File: src/rtl/memory_pkg.sv
// Shared types and sizing helpers for the memory bank.
package memory_pkg;

  // Two-phase life cycle: clear the array, then serve requests.
  typedef enum logic {
    INIT = 1'b0,
    RUN  = 1'b1
  } state_t;

  // Plain ceil(log2(n)). This is used for both the word-index width
  // (from DEPTH) and the byte-offset width (from WIDTH/8). It returns
  // 0 for a one-byte word, which means there are no offset bits at all.
  function automatic int unsigned index_bits(input int unsigned n);
    return $clog2(n);
  endfunction

endpackage

File: src/rtl/rsp_fifo.sv
// Two-entry response buffer with valid/ready on both sides.
// Fullness depends only on the stored count, so in_ready never combinationally follows out_ready.
module rsp_fifo #(
  parameter int DW = 33
) (
  input  logic          clk,
  input  logic          rst,
  input  logic          in_valid,
  output logic          in_ready,
  input  logic [DW-1:0] in_data,
  output logic          out_valid,
  input  logic          out_ready,
  output logic [DW-1:0] out_data
);

  logic [DW-1:0] entries [2];
  logic          wr_ptr;
  logic          rd_ptr;
  logic [1:0]    count;
  logic          push;
  logic          pop;

  // Handshakes and head presentation; an empty buffer drives zeros.
  always_comb begin
    in_ready  = (count != 2'd2);
    out_valid = (count != 2'd0);
    push      = in_valid && in_ready;
    pop       = out_valid && out_ready;
    out_data  = out_valid ? entries[rd_ptr] : '0;
  end

  // Pointer and occupancy bookkeeping; reset discards anything buffered.
  always_ff @(posedge clk) begin
    if (rst) begin
      wr_ptr <= 1'b0;
      rd_ptr <= 1'b0;
      count  <= 2'd0;
    end else begin
      if (push) wr_ptr <= ~wr_ptr;
      if (pop)  rd_ptr <= ~rd_ptr;
      case ({push, pop})
        2'b10:   count <= count + 2'd1;
        2'b01:   count <= count - 2'd1;
        default: count <= count;
      endcase
    end
  end

  // Storage only; contents past the head are never visible, so no reset.
  always_ff @(posedge clk) begin
    if (push) entries[wr_ptr] <= in_data;
  end

endmodule

File: src/rtl/memory_bank.sv
// Byte-strobed word memory with a clearing phase and buffered read responses.
module memory_bank
  import memory_pkg::*;
#(
  parameter int WIDTH = 32,
  parameter int DEPTH = 8
) (
  input  logic               clk,
  input  logic               rst,
  input  logic               rd_req_valid,
  output logic               rd_req_ready,
  input  logic [31:0]        rd_req_addr,
  output logic               rd_rsp_valid,
  input  logic               rd_rsp_ready,
  output logic [WIDTH-1:0]   rd_rsp_data,
  output logic               rd_rsp_err,
  input  logic               wr_valid,
  output logic               wr_ready,
  input  logic [31:0]        wr_addr,
  input  logic [WIDTH-1:0]   wr_data,
  input  logic [WIDTH/8-1:0] wr_strb,
  output logic               wr_err,
  output logic               init_done
);

  localparam int          BYTES    = WIDTH / 8;
  localparam int          OFS      = int'(index_bits(BYTES));
  localparam int          AW       = int'(index_bits(DEPTH));
  localparam logic [31:0] LOW_MASK = 32'(BYTES - 1);
  localparam logic [31:0] DEPTH_W  = 32'(DEPTH);
  localparam logic [AW-1:0] LAST   = AW'(DEPTH - 1);

  state_t             state;
  state_t             state_next;
  logic [AW-1:0]      init_idx;
  logic [WIDTH-1:0]   mem [DEPTH];

  logic               run;
  logic               fifo_in_ready;
  logic               rd_fire;
  logic               wr_fire;
  logic [31:0]        rd_word;
  logic [31:0]        wr_word;
  logic               rd_ok;
  logic               wr_ok;
  logic [AW-1:0]      rd_idx;
  logic [AW-1:0]      wr_idx;
  logic [WIDTH-1:0]   rd_word_data;
  logic [WIDTH:0]     fifo_in_data;
  logic [WIDTH:0]     fifo_out_data;

  logic               mem_we;
  logic [AW-1:0]      mem_idx;
  logic [WIDTH-1:0]   mem_wdata;
  logic [BYTES-1:0]   mem_be;

  // State register and clearing index; reset restarts the clear from word 0.
  always_ff @(posedge clk) begin
    if (rst) begin
      state    <= INIT;
      init_idx <= '0;
    end else begin
      state <= state_next;
      if (state == INIT) init_idx <= (init_idx == LAST) ? '0 : init_idx + 1'b1;
    end
  end

  // Next state plus handshake outputs. These are gated by rst so nothing is accepted during reset.
  always_comb begin
    state_next   = state;
    run          = (state == RUN) && !rst;
    init_done    = run;
    wr_ready     = run;
    rd_req_ready = run && fifo_in_ready;
    if (state == INIT && init_idx == LAST) state_next = RUN;
  end

  // Address decode for both ports: the word index, and whether it is aligned and in range.
  always_comb begin
    rd_word = rd_req_addr >> OFS;
    wr_word = wr_addr >> OFS;
    rd_ok   = ((rd_req_addr & LOW_MASK) == 32'd0) && (rd_word < DEPTH_W);
    wr_ok   = ((wr_addr & LOW_MASK) == 32'd0) && (wr_word < DEPTH_W);
    rd_idx  = rd_word[AW-1:0];
    wr_idx  = wr_word[AW-1:0];
    rd_fire = rd_req_valid && rd_req_ready;
    wr_fire = wr_valid && wr_ready;
  end

  // Read data with write-first bypass: a same-cycle write to the same word shows its strobed bytes.
  always_comb begin
    rd_word_data = mem[rd_idx];
    if (wr_fire && wr_ok && (wr_idx == rd_idx)) begin
      for (int b = 0; b < BYTES; b++) begin
        if (wr_strb[b]) rd_word_data[b*8 +: 8] = wr_data[b*8 +: 8];
      end
    end
    fifo_in_data = rd_ok ? {1'b0, rd_word_data} : {1'b1, {WIDTH{1'b0}}};
  end

  // Single write port shared between clearing and accepted valid writes.
  always_comb begin
    mem_we    = 1'b0;
    mem_idx   = init_idx;
    mem_wdata = '0;
    mem_be    = '0;
    if (state == INIT) begin
      mem_we    = 1'b1;
      mem_idx   = init_idx;
      mem_wdata = '0;
      mem_be    = '1;
    end else if (wr_fire && wr_ok) begin
      mem_we    = 1'b1;
      mem_idx   = wr_idx;
      mem_wdata = wr_data;
      mem_be    = wr_strb;
    end
  end

  // Array write with per-byte enables.
  always_ff @(posedge clk) begin
    if (mem_we) begin
      for (int b = 0; b < BYTES; b++) begin
        if (mem_be[b]) mem[mem_idx][b*8 +: 8] <= mem_wdata[b*8 +: 8];
      end
    end
  end

  // A rejected write raises wr_err for exactly the following cycle.
  always_ff @(posedge clk) begin
    if (rst) wr_err <= 1'b0;
    else     wr_err <= wr_fire && !wr_ok;
  end

  rsp_fifo #(
    .DW(WIDTH + 1)
  ) u_rsp_fifo (
    .clk      (clk),
    .rst      (rst),
    .in_valid (rd_fire),
    .in_ready (fifo_in_ready),
    .in_data  (fifo_in_data),
    .out_valid(rd_rsp_valid),
    .out_ready(rd_rsp_ready),
    .out_data (fifo_out_data)
  );

  assign rd_rsp_err  = fifo_out_data[WIDTH];
  assign rd_rsp_data = fifo_out_data[WIDTH-1:0];

endmodule

File: config.mk
export PLATFORM = sky130hd
export DESIGN_NAME = memory_bank
export DESIGN_NICKNAME = d
export VERILOG_FILES = /design/src/rtl/memory_pkg.sv /design/src/rtl/rsp_fifo.sv /design/src/rtl/memory_bank.sv
export SDC_FILE = /design/constraint.sdc
export NUM_CORES = 1
export LEC_CHECK = 0
export CAP_MARGIN = 10
export CORE_ASPECT_RATIO = 0.7
export CORE_MARGIN = 2
export CORE_UTILIZATION = 57
export CTS_CLUSTER_DIAMETER = 150
export CTS_CLUSTER_SIZE = 14
export DETAILED_ROUTE_END_ITERATION = 10
export PLACE_DENSITY = 0.91
export SLEW_MARGIN = 20
export SYNTH_ARGS = -nofsm -noshare
export SYNTH_HDL_FRONTEND = slang
export SYNTH_SLANG_ARGS = --single-unit
File: constraint.sdc
create_clock -name clk -period 3.1 [get_ports clk]
set_clock_uncertainty 0.2 [all_clocks]
set_input_delay 0.31 -clock clk [delete_from_list [all_inputs] [get_ports clk]]
set_output_delay 0.31 -clock clk [all_outputs]
set_load 0.03 [all_outputs]
# Yosys cells after proc, flatten, opt, wreduce, memory -nomap -nowiden
# Memories as Yosys holds them, arrays and structs flattened. A register that Yosys moved wholly into a read port is not among the register bits.
# Index checks and enable logic that the tools add are counted.
[totals]
register_bits = 9
latch_bits = 0
mem_bits_rw = 322
rom_bits = 0
input_bits = 105
output_inout_bits = 38
memories = 2
[classes]
add_sub_neg = 3
n_mul = 0
div = 0
order_cmp = 2
n_eq_ne = 5
shift = 0
n_mux = 33
bitwise = 3
n_reduce_logical = 18
[memory_table]
columns = ["name", "words", "width", "read_ports", "rd_ports_with_merged_regs", "write_ports", "line", "rtl"]
rows = [
  ["mem", 8, 32, 1, 0, 1, "memory_bank.sv:36", "logic [WIDTH-1:0] mem [DEPTH];"],
  ["u_rsp_fifo.entries", 2, 33, 1, 1, 1, "rsp_fifo.sv:16", "logic [DW-1:0] entries [2];"],
]
[ops]
columns = ["cell", "n"]
rows = [
  ["$mux W32", 3],
  ["$mux W33", 2],
  ["$logic_not A32 Y1", 2],
  ["$lt A30 B4 Y1 const B", 2],
  ["$mux W8", 4],
  ["$mux W1", 18],
  ["$logic_and A1 B1 Y1", 12],
  ["$mux W3", 3],
  ["$mux W4", 2],
  ["$pmux W2 S2", 1],
  ["$reduce_bool A2 Y1", 2],
  ["$add A3 B1 Y3 const B", 1],
  ["$eq A3 B3 Y1", 1],
  ["$eq A3 B3 Y1 const B", 1],
  ["$not A1 Y1", 3],
  ["$add A2 B1 Y2 const B", 1],
  ["$eq A2 B1 Y1 const B", 1],
  ["$eq A2 B2 Y1 const B", 1],
  ["$logic_not A1 Y1", 2],
  ["$ne A2 B2 Y1 const B", 1],
  ["$sub A2 B1 Y2 const B", 1],
]

# Depth between registers and ports, before layout
[depth]
depth_word = 9
mapped_depth = 7
depth_no_buf = 7

# Hierarchy
# A second synthesis with hierarchy kept.
[unflattened]
cells_unflattened = 783
hier_area_um2 = 13988.4
[modules_own_cells]
columns = ["module", "n_inst", "cells_per_inst", "area_each_um2", "seq_area_each_um2"]
rows = [
  ["memory_bank", 1, 618, 11284.6, 7787.5],
  ["rsp_fifo", 1, 165, 2703.8, 2082.0],
]

# Worst setup path before layout
# OpenSTA, ideal clock, no wires.
[synth_timing]
path_kind = "flip-flop to flip-flop"
from = "register state"
to = "memory u_rsp_fifo.entries[0][0] (enable)"
setup_ns = 0.423
arrival_time_ns = 2.646
required_time_ns = 2.477
setup_slack_ns = -0.169
stages_incl_launch_ff = 4
synth_period_minus_slack_ns = 3.269
cell_sequence = "dfxtp_1 -> nor2b_1 -> nand3_1 -> nor2_1"
[synth_between]
elab_chain_cells = 6
[synth_rtl]
columns = ["element", "line", "rtl"]
rows = [
  ["from (decl)", "memory_bank.sv:33", "state_t state;"],
  ["from (signal assigned)", "memory_bank.sv:63", "state <= state_next;"],
  ["$logic_and A1 B1 Y1", "memory_bank.sv:71", "run = (state == RUN) && !rst;"],
  ["named net init_done", "memory_bank.sv:23", "output logic init_done"],
  ["$logic_and A1 B1 Y1", "memory_bank.sv:74", "rd_req_ready = run && fifo_in_ready;"],
  ["$logic_and A1 B1 Y1", "memory_bank.sv:86", "rd_fire = rd_req_valid && rd_req_ready;"],
  ["$logic_and A1 B1 Y1", "rsp_fifo.sv:27", "push = in_valid && in_ready;"],
  ["$mux W1", "rsp_fifo.sv:51", "if (push) entries[wr_ptr] <= in_data;"],
  ["$mux W1 (not written as such)", "rsp_fifo.sv:51", ""],
  ["to (decl)", "rsp_fifo.sv:16", ""],
]
# The timed path passes the listed nets, and every way through them passes these cells.

==> qor.yml <==
status: "completed"
power.density_mw_per_mm2: 523
yosys.area.top_type_share: 0.693
syn_area_mm2: 0.0140
synth-async-reset-ratio: 0
cts_root_buf: "clkbuf_16"
critical_path_required_ps: 2590
syn-num-nets: 890
ctsResizeCount: 0
initial_core_util: 0.586
drive_gt1_frac: 0.203
tightestPinTransition_ps: 723
cap_viol_max_count: 0
detail_route.wl_per_cell_um: 26.0
firstDrtPassIters: 5
final.setup.tns_ps: 0
overflow: 0
rsz0062_at_grt: "false"
min-delay-start: "u_rsp_fifo.count[1]$_SDFFE_PP0P_"
finalPower_uw: 8940
io_pins: 143
rows: 47
holdBufCountCts: 0
vias_per_cell: 6.44
h-tree-depth: 1
synth_top_area_cell: "edfxtp_1"
ys_types: 36
ctsLongestPathBuffers: 3
cts_setup_buffers: 0
core_mm2: 0.0238
yosysSeqAreaShare: 0.707
setup_viol: 0
numClockSinks: 332
die_w_um: 191
num-nets-final: 1094
diodes: 0
crit_path_top_delay_cell: "clkdlybuf4s50_1"
wirelength_mm: 34.5
ys_warn_count: 0
clkTransAtPathRegs_ps: 60
grt_pass1_vias: 8488
via_count: 8529
reg2reg_from: "state$_SDFFE_PP0P_"
place_congestion: 0.882
antenna_found_initial: 1
drtAntennaViolNets: 0
grt_use_total: 0.270
clkLatencyLatePin_ps: 540
synth_area_leaders: "edfxtp_1, mux4_2, mux2i_1"
syn_inst: 782
synth_common_cells: "edfxtp_1, mux2i_1, mux4_2"
grt_pass1_wl_mm: 51.0
die-area_mm2: 0.0258
hp-class: "flip-flop to flip-flop"
gr-usage-met3: 0.0577
worstPathArrival_ps: 2480
ys.flop_type: "edfxtp_1"
period_needed_ps: 2990
syn_avg_cell_area_um2: 17.8
slew_headroom: 0.518
p_leak_uw: 0.00581
first_iter_violations: 1073
crit_type: "flip-flop to output pin"
met2_usage: 0.447
drv_slew: 0
area_growth_syn_to_layout_pct: 22.6
io_buffers: 142
met1_usage: 0.372
die_h_um: 135
crit_path_start_kind: "flip-flop"
synth.ff_latch_count: 332
slowest_delay_ps: 730
fmax_mhz: 334
synth_edf_count: 322
cts_buffers: 27
drcViolationCount: 0
endpoint_kind: "output pin"
max-vdd-ir-drop_uv: 467
critical_path.cell_chain: "mux2i_1 -> nor2_1 -> clkdlybuf4s50_1"
fin_util: 0.718
grt-busiest-layer: "met2"
dpl.hpwl_mm: 23.9
yosysMostFrequentCell: "edfxtp_1"
tritoncts: "built"
crit_fanout: 14
grt_max_degree: 65
hold_viol: 0
fillCellCount: 1406
fin_crit_sh: 0.966
-- routing by layer --
layer | share of wire | up-vias
li1 | - | 3624
met1 | 0.37 | 4263
met2 | 0.48 | 572
met3 | 0.12 | 70
met4 | 0.026 | 0
met5 | 0 | -
-- cell type report --
| class | instances | area (um^2) | area share |
|---|---|---|---|
| Inverter | 3 | 11.3 | 0.000658 |
| Timing Repair Buffer | 230 | 2170 | 0.127 |
| Multi-Input combinational cell | 392 | 3870 | 0.226 |
| Sequential cell | 332 | 9870 | 0.577 |
| Clock inverter | 1 | 30.0 | 0.00176 |
| Tap cell | 318 | 398 | 0.0233 |
| Clock buffer | 48 | 754 | 0.0441 |
-- registers in the layout, indices dropped and copies added, names as in the netlist, named ones only --
name / count
u_rsp_fifo.entries: 66
wr_err: 1
u_rsp_fifo.count: 2
u_rsp_fifo.wr_ptr: 1
mem: 256
u_rsp_fifo.rd_ptr: 1
init_idx: 3
state: 1
-- through the flow --
| stage | instance area, um^2 | instances | hold slack (ps) | setup slack (ps) |
|---|---|---|---|---|
| after floorplan | 14000 | 782 | 272 | -169 |
| after global placement | 16300 | 1275 | 295 | -29.5 |
| after detailed placement | 16300 | 1275 | 312 | -151 |
| after CTS | 17100 | 1324 | 321 | 107 |
| after global routing | 17100 | 1324 | 347 | 58.4 |
| final | 17100 | 1324 | 323 | 107 |
-- power breakdown --
group	switching [uW]	internal, uW
Clock	1450	1720
Sequential	45.2	5030
Combinational	347	356
-- final timing paths --
check,end,slack [ps],cells past startpoint
worst max-delay path,rd_rsp_data[15],110,3
worst min register to register,u_rsp_fifo.count[1]$_SDFFE_PP0P_,320,2
worst min-delay path,u_rsp_fifo.count[1]$_SDFFE_PP0P_,320,2
worst max register to register,mem[5][7]$_DFFE_PP_,390,7
-- logic make-up after synthesis --
| logic type | share of synthesized area |
|---|---|
| mux | 0.151 |
| flops | 0.707 |
| simple gates | 0.0767 |
| buf+inv | 0.0169 |
| compound gates | 0.0396 |
| fa+ha+maj | 0.00269 |
| xor+xnor | 0.00547 |
-- cell usage in the layout, fill, tap and decap left out, types with 6 or more instances in the layout --
cell type	netlist	layout
mux4_2	64	64
clkbuf_1	38	21
nor4_1	40	40
edfxtp_1	322	322
mux2i_1	67	67
nor2_1	48	45
a22oi_1	32	32
buf_12	0	8
nor2b_1	7	7
nand2_1	6	6
clkdlybuf4s50_1	0	139
clkbuf_16	0	27
and2_1	35	35
nand4_1	9	9
dfxtp_1	10	9
buf_4	1	81
a211oi_1	32	32
-- worst max-delay path: cells and delay by family (launching register included) --
kind	cells	cell delay, ps
simple gates	1	300
buf+inv	1	730
mux	1	260
flops	1	660
No activity file was read; power rests on OpenSTA's default activity.
